===== src/rtl/clk_enable_gen.sv =====
`default_nettype none
// ============================================================================
// Module   : clk_enable_gen
// Brief    : Multi-channel programmable clock-enable generator. Each channel
//            has its own reload value and mode and emits a registered tick.
// Revision : 1.0 - initial multi-channel release
// ============================================================================
module clk_enable_gen #(
    parameter int               WIDTH     = 12,
    parameter int               CHANNELS  = 4,
    parameter logic [WIDTH-1:0] DIV_RESET = '0,
    localparam int              CH_W      = (CHANNELS > 1) ? $clog2(CHANNELS) : 1
) (
    input  logic                      clk,
    input  logic                      rst,
    input  logic                      cfg_we,
    input  logic [CH_W-1:0]           cfg_ch,
    input  logic [WIDTH-1:0]          cfg_div,
    input  logic [1:0]                cfg_mode,
    input  logic [CHANNELS-1:0]       ch_en,
    input  logic [CHANNELS-1:0]       ch_clear,
    output logic [CHANNELS-1:0]       tick,
    output logic [CHANNELS-1:0]       done,
    output logic [CHANNELS*WIDTH-1:0] count
);

    localparam logic [1:0]       c_MODE_ONESHOT = 2'b01;
    localparam logic [1:0]       c_MODE_UP      = 2'b10;
    localparam logic [1:0]       c_MODE_RESET   = 2'b00;
    localparam logic [WIDTH-1:0] c_ALL_ONES     = {WIDTH{1'b1}};
    localparam logic [WIDTH-1:0] c_ZERO         = '0;
    localparam logic [WIDTH-1:0] c_ONE          = WIDTH'(1);

    for (genvar k = 0; k < CHANNELS; k++) begin : g_ch
        // Channel select values past CHANNELS-1 match no channel, so such
        // writes fall through without touching any state.
        localparam logic [CH_W-1:0] c_IDX = CH_W'(k);

        logic [WIDTH-1:0] r_div;
        logic [WIDTH-1:0] r_count;
        logic [1:0]       r_mode;
        logic             r_tick;
        logic             r_done;

        logic [WIDTH-1:0] w_div_nxt;
        logic [WIDTH-1:0] w_count_nxt;
        logic [1:0]       w_mode_nxt;
        logic             w_tick_nxt;
        logic             w_done_nxt;
        logic             w_wr_hit;

        assign w_wr_hit = cfg_we && (cfg_ch == c_IDX);

        always_comb begin
            w_div_nxt   = r_div;
            w_mode_nxt  = r_mode;
            w_count_nxt = r_count;
            w_tick_nxt  = 1'b0;
            w_done_nxt  = r_done;

            if (w_wr_hit) begin
                w_div_nxt   = cfg_div;
                w_mode_nxt  = cfg_mode;
                w_count_nxt = cfg_div;
                w_done_nxt  = 1'b0;
            end else if (ch_clear[k]) begin
                w_count_nxt = r_div;
                w_done_nxt  = 1'b0;
            end else if (ch_en[k]) begin
                case (r_mode)
                    c_MODE_ONESHOT: begin
                        // Once done, the channel parks at zero until re-armed.
                        if (!r_done) begin
                            if (r_count == c_ZERO) begin
                                w_tick_nxt = 1'b1;
                                w_done_nxt = 1'b1;
                            end else begin
                                w_count_nxt = r_count - c_ONE;
                            end
                        end
                    end
                    c_MODE_UP: begin
                        // Reload at all-ones so the increment never wraps.
                        if (r_count == c_ALL_ONES) begin
                            w_count_nxt = r_div;
                            w_tick_nxt  = 1'b1;
                        end else begin
                            w_count_nxt = r_count + c_ONE;
                        end
                    end
                    default: begin
                        if (r_count == c_ZERO) begin
                            w_count_nxt = r_div;
                            w_tick_nxt  = 1'b1;
                        end else begin
                            w_count_nxt = r_count - c_ONE;
                        end
                    end
                endcase
            end
        end

        always_ff @(posedge clk or posedge rst) begin
            if (rst) begin
                r_div   <= DIV_RESET;
                r_mode  <= c_MODE_RESET;
                r_count <= DIV_RESET;
                r_tick  <= 1'b0;
                r_done  <= 1'b0;
            end else begin
                r_div   <= w_div_nxt;
                r_mode  <= w_mode_nxt;
                r_count <= w_count_nxt;
                r_tick  <= w_tick_nxt;
                r_done  <= w_done_nxt;
            end
        end

        assign tick[k]                  = r_tick;
        assign done[k]                  = r_done;
        assign count[k*WIDTH +: WIDTH]  = r_count;
    end

endmodule
`default_nettype wire

===== config.mk =====
export PLATFORM = sky130hd
export DESIGN_NAME = clk_enable_gen
export DESIGN_NICKNAME = d
export VERILOG_FILES = /design/src/rtl/clk_enable_gen.sv
export SDC_FILE = /design/constraint.sdc
export NUM_CORES = 1
export LEC_CHECK = 0
export ABC_AREA = 0
export CELL_PAD_IN_SITES_DETAIL_PLACEMENT = 0
export CELL_PAD_IN_SITES_GLOBAL_PLACEMENT = 1
export CORE_MARGIN = 5
export CORE_UTILIZATION = 39
export DETAILED_ROUTE_END_ITERATION = 8
export GPL_ROUTABILITY_DRIVEN = 0
export PLACE_DENSITY_LB_ADDON = 0.1
export RECOVER_POWER = 25
export SETUP_SLACK_MARGIN = 0.4
export SLEW_MARGIN = 15
export SYNTH_ARGS = -nofsm -noshare
export SYNTH_HDL_FRONTEND = slang
export SYNTH_SLANG_ARGS = --single-unit
export TNS_END_PERCENT = 30

===== constraint.sdc =====
create_clock -name clk -period 3.6 [get_ports clk]
set_input_delay 0.72 -clock clk [delete_from_list [all_inputs] [get_ports clk]]
set_output_delay 0.72 -clock clk [all_outputs]
set_load 0.1 [all_outputs]

======== Word-level counts from Yosys, hierarchy flattened ========
Index checks and enable logic that the tools add are counted.
W data, S select, Z words.
cells by class
  equality and inequality tests ........... 23
  muxes and demuxes ....................... 80
  reductions and logical operators ........ 25
  $add $sub $neg .......................... 8
operator list
  operator                 count
  $mux W12                 28
  $pmux W12 S2             4
  $add A12 B1 Y12 const B  4
  $eq A12 B12 Y1 const B   4
  $logic_not A12 Y1        4
  $sub A12 B1 Y12 const B  4
  $mux W1                  44
  $ne A4 B4 Y1 const B     8
  $reduce_bool A3 Y1       8
  $eq A2 B2 Y1 const B     6
  $reduce_and A3 Y1        4
  $eq A2 B1 Y1 const B     5
  $pmux W1 S2              4
  $reduce_and A2 Y1        4
  $logic_and A1 B1 Y1      4
  $logic_not A2 Y1         1
storage, ports and cells
  input bits .............................. 27
  register bits after elaboration ......... 112
  output and inout bits ................... 56

======== Longest topological paths before layout ========
  word-level depth ........................ 7
  mapped depth ............................ 12

======== Worst setup path after synthesis ========
No wires, ideal clock.
  path type ............................... register -> register
  from .................................... register g_ch[2].r_count[0]
  to ...................................... register g_ch[2].r_count[1]
  setup slack ............................. 0.542 ns
  required time ........................... 3.518 ns
  clock period less this slack ............ 3.058 ns
  data arrival time ....................... 2.976 ns
  buffers on the path ..................... 4
  setup time .............................. 0.082 ns
  stages on the path, launching flop included .. 13
  cells stage by stage .................... dfrtp_1 > clkbuf_1 > inv_1 > ha_1 > nor3b_1 > and4b_1 > buf_2 > o21ai_1 > a21o_1 > buf_2 > clkbuf_1 > nor2_1 > a31oi_1
between the ends
  cells in the longest elaborated chain, start to end .. 7
ends and longest elaborated chain
  item                    line    text
  start, declared         40      logic [WIDTH-1:0] r_count;
  start signal, assigned  113     r_count <= w_count_nxt;
  $sub A12 B1 Y12         78, 96
  $mux W12                74      if (r_count == c_ZERO) begin
  $mux W12                73      if (!r_done) begin
  $pmux W12 S2            70      case (r_mode)
  $mux W12                69      end else if (ch_en[k]) begin
  $mux W12                66      end else if (ch_clear[k]) begin
  $mux W12                61      if (w_wr_hit) begin
Parallel ways exist; a longest one is shown, timed or not. The select of a mux whose other input is x is not followed.
A chain may end at the register's enable or synchronous reset.

======== Worst setup path after layout ========
  from .................................... register g_ch[0].r_count[0]
  to ...................................... register g_ch[0].r_count[2]
between the ends
  cells in the longest elaborated chain, start to end .. 7
ends and longest elaborated chain
  item                    line
  start, declared         40
  start signal, assigned  113
  $sub A12 B1 Y12         78, 96
  $mux W12                74
  $mux W12                73
  $pmux W12 S2            70
  $mux W12                69
  $mux W12                66
  $mux W12                61
Parallel ways exist; a longest one is shown, timed or not. The select of a mux whose other input is x is not followed.

==> metrics <==
crit-path max FO=9; Via density=about 6.0; fin crit period=2.88 ns; Setup crit start=g_ch[0].r_count[0]; vias in the first global route=7782; Net Sw Frac=50.1%; post-CTS sizing=0; Initial Util=roughly two fifths; Slew Viols, Final=33; most frequent cells in the layout=217 x nand2_1, 112 x dfrtp_1, 80 x nor2_1; P_int=approximately 3.0 mW; Synth Area in Adders=under 10%; TritonCTS Buffers=9; violated checks=capacitance limit, slew limit; Hold Crit Class=reg -> reg; Rows=52; Gate Count Post-Synth=1037; Clock Skews=about 0.013 ns; Final setup viols=0; clk_lat worst skew=0.37 ns; kind of critical path=reg -> reg; port bufs=82; crit path capture type=flop; sequential share of power=32.0%; antenna violations before repair=0; Worst Max-Slew Pin Slew=1.65 ns; Final nets=1131; reg-to-reg startpoint=g_ch[0].r_count[0]; H-tree lvl count=3; final hold vios=0; syn_nets=1084; post-cts hold buffer count=0; WHS Path Cells=2; post-synthesis mux area share=0.530%; clk sinks=112; Main synth FF type=dfrtp_1; io pins=83; post-CTS setup buffers=0; Avg WL per Cell=20.4 um; Synth Area in Simple Gates=28.3%; total power=5.97 mW; CP startpoint kind=flop; CTS Root Cell=clkbuf_16; core box area=0.0202 mm2; Seq cells post-synth=roughly 110; largest family of logic cells by synthesized area=simple AND/OR/NAND/NOR gates; vias post-DR=8115; Worst Reg2Reg Path Length in Cells=8; share of layout cells above drive strength 1=10.7%; Congestion Overflow GR=0; total track usage=around 23%; Routed Antenna Nets=0; worst hold slack=0.460 ns; Die H=154 um; Worst EP required=3.83 ns; asr flop ratio synth=100%; share of synthesized area occupied by flip-flops and latches=a little over a third; Max clock buf depth=2; DR pass1 iterations=5; DR iter-0 viols=673; peak supply drop=~0.00037 V; power per cell area=around 640 mW/mm2; R2R Setup Slk=0.72 ns; DIE AREA=0.0236 mm2; Peak Freq=approximately 350 MHz; synthesized cell area=around 0.008 mm2; post-synth top area cell=dfrtp_1; Clock Power Share=19.7%; Worst-path clk slew=0.09 ns; Combinational Power Share=48.3%; most common cell after layout, fill and taps aside=nand2_1; leak pwr=4.00 nW; hold_sp=g_ch[0].r_div[9]; yosys synthesis warning count=0; status=finished with violations; MaxCap Viol Count=1; period utilization=approximately four fifths; Post-synth EDFFs=0; Worst slew margin=-10.8%; ANT cells=0; P_sw=around 3 mW; largest net degree at the start of global routing=47; Setup Total Neg Slack=0 ns; DPL Wire Length=20100 um; complex-gate fraction of the synthesized area=22.7%; Area contributors post-synth=dfrtp_1 35%, nand2_1 10%, nor2_1 3.7%; wire length of the first global-routing pass=44600 um; Distinct cells, synth=77; final wirelength=27700 um; drt drc=0; CTS tree=done; Yosys top cell area share=34.9%; unrepaired setup endpoints after global routing=false; width of the die=approximately 150 um; CP Data Arrival Time=3.11 ns; area growth from synthesis to layout=16.1%; Syn Area/Cell=roughly 7.7 um2; post-synthesis xor/xnor area fraction=4.58%
==> cells by family after synthesis <==
group                    Yosys count
AND/OR/NAND/NOR                  481
AO/OA/AOI/OAI                    267
adder cells (fa/ha/maj)           20
buffers and inverters            111
XOR/XNOR                          42
multiplexers                       4
flip-flops                       112
==> power groups by stage <==
| stage | clock network, mW | registers, mW | logic (mW) |
|---|---|---|---|
| 6_report | 1.18 | 1.91 | 2.88 |
| 3_3_place_gp | 0 | 1.93 | 2.89 |
| 2_1_floorplan | 0 | 2.67 | 1.35 |
| 4_1_cts | 1.20 | 1.90 | 2.88 |
| 3_5_place_dp | 0 | 1.92 | 2.87 |
| 5_1_grt | 1.25 | 1.95 | 3.09 |
==> layer usage <==
layer | share of wire [%] | vias up | GRT usage (%)
met5 | 0 | - | 0
met4 | 1.6 | 0 | 5.63
met3 | 5.8 | 30 | 3.71
met2 | 46 | 297 | 36.0
met1 | 46 | 3947 | 34.0
li1 | - | 3841 | -
==> path summary, 6_finish.rpt <==
| check | end |
|---|---|
| setup / recovery | g_ch[0].r_count[2] |
| hold / removal | g_ch[0].r_div[9] |
| setup reg to reg | g_ch[0].r_count[2] |
| hold reg to reg | g_ch[0].r_div[9] |
| max in group asynchronous | g_ch[2].r_count[5] |
| min in group asynchronous | g_ch[2].r_count[1] |
==> synthesized netlist by cell type (15+ instances only) <==
cell type  count
ha_1          20
nor3_1        26
o21ai_0       54
nand4_1       16
nor2_1        80
dfrtp_1      112
inv_1         32
clkbuf_1      55
o22ai_1       15
nand2_1      217
a21oi_1       48
xor2_1        21
xnor2_1       21
a31oi_1       19
nand3_1       43
==> cell type report <==
type | instances | area [um2]
Fill cell | 2057 | 10900
Inverter | 32 | 121
Multi-Input combinational cell | 814 | 4760
Tap cell | 270 | 338
Clock inverter | 5 | 86.3
Clock buffer | 11 | 253
Timing Repair Buffer | 115 | 966
Sequential cell | 112 | 2800
==> sequential cells by signal, indices dropped and copies added, names as in the netlist <==
register	count
g_ch.r_mode	8
g_ch.r_tick	4
g_ch.r_div	48
g_ch.r_done	4
g_ch.r_count	48
==> metrics by stage <==
step	setup WS, ns	utilization, %	instance area, um2	std cells
finish	0.720	46.1	9330	1359
global route	0.544	46.1	9330	1359
floorplan	0.542	-	8040	1037
global placement	0.583	44.4	8990	1343
detailed placement	0.520	44.4	8990	1343
CTS	0.833	46.1	9330	1359
==> worst max-delay path, stage by stage (launching register included) <==
cell,delay (ns)
dfrtp_1,0.38
inv_1,0.12
ha_1,0.16
nor4b_1,0.62
nand4_1,0.31
o21ai_1,0.48
o221ai_1,0.24
a221oi_1,0.29
o311ai_0,0.14
(Power assumes the default switching activity.)
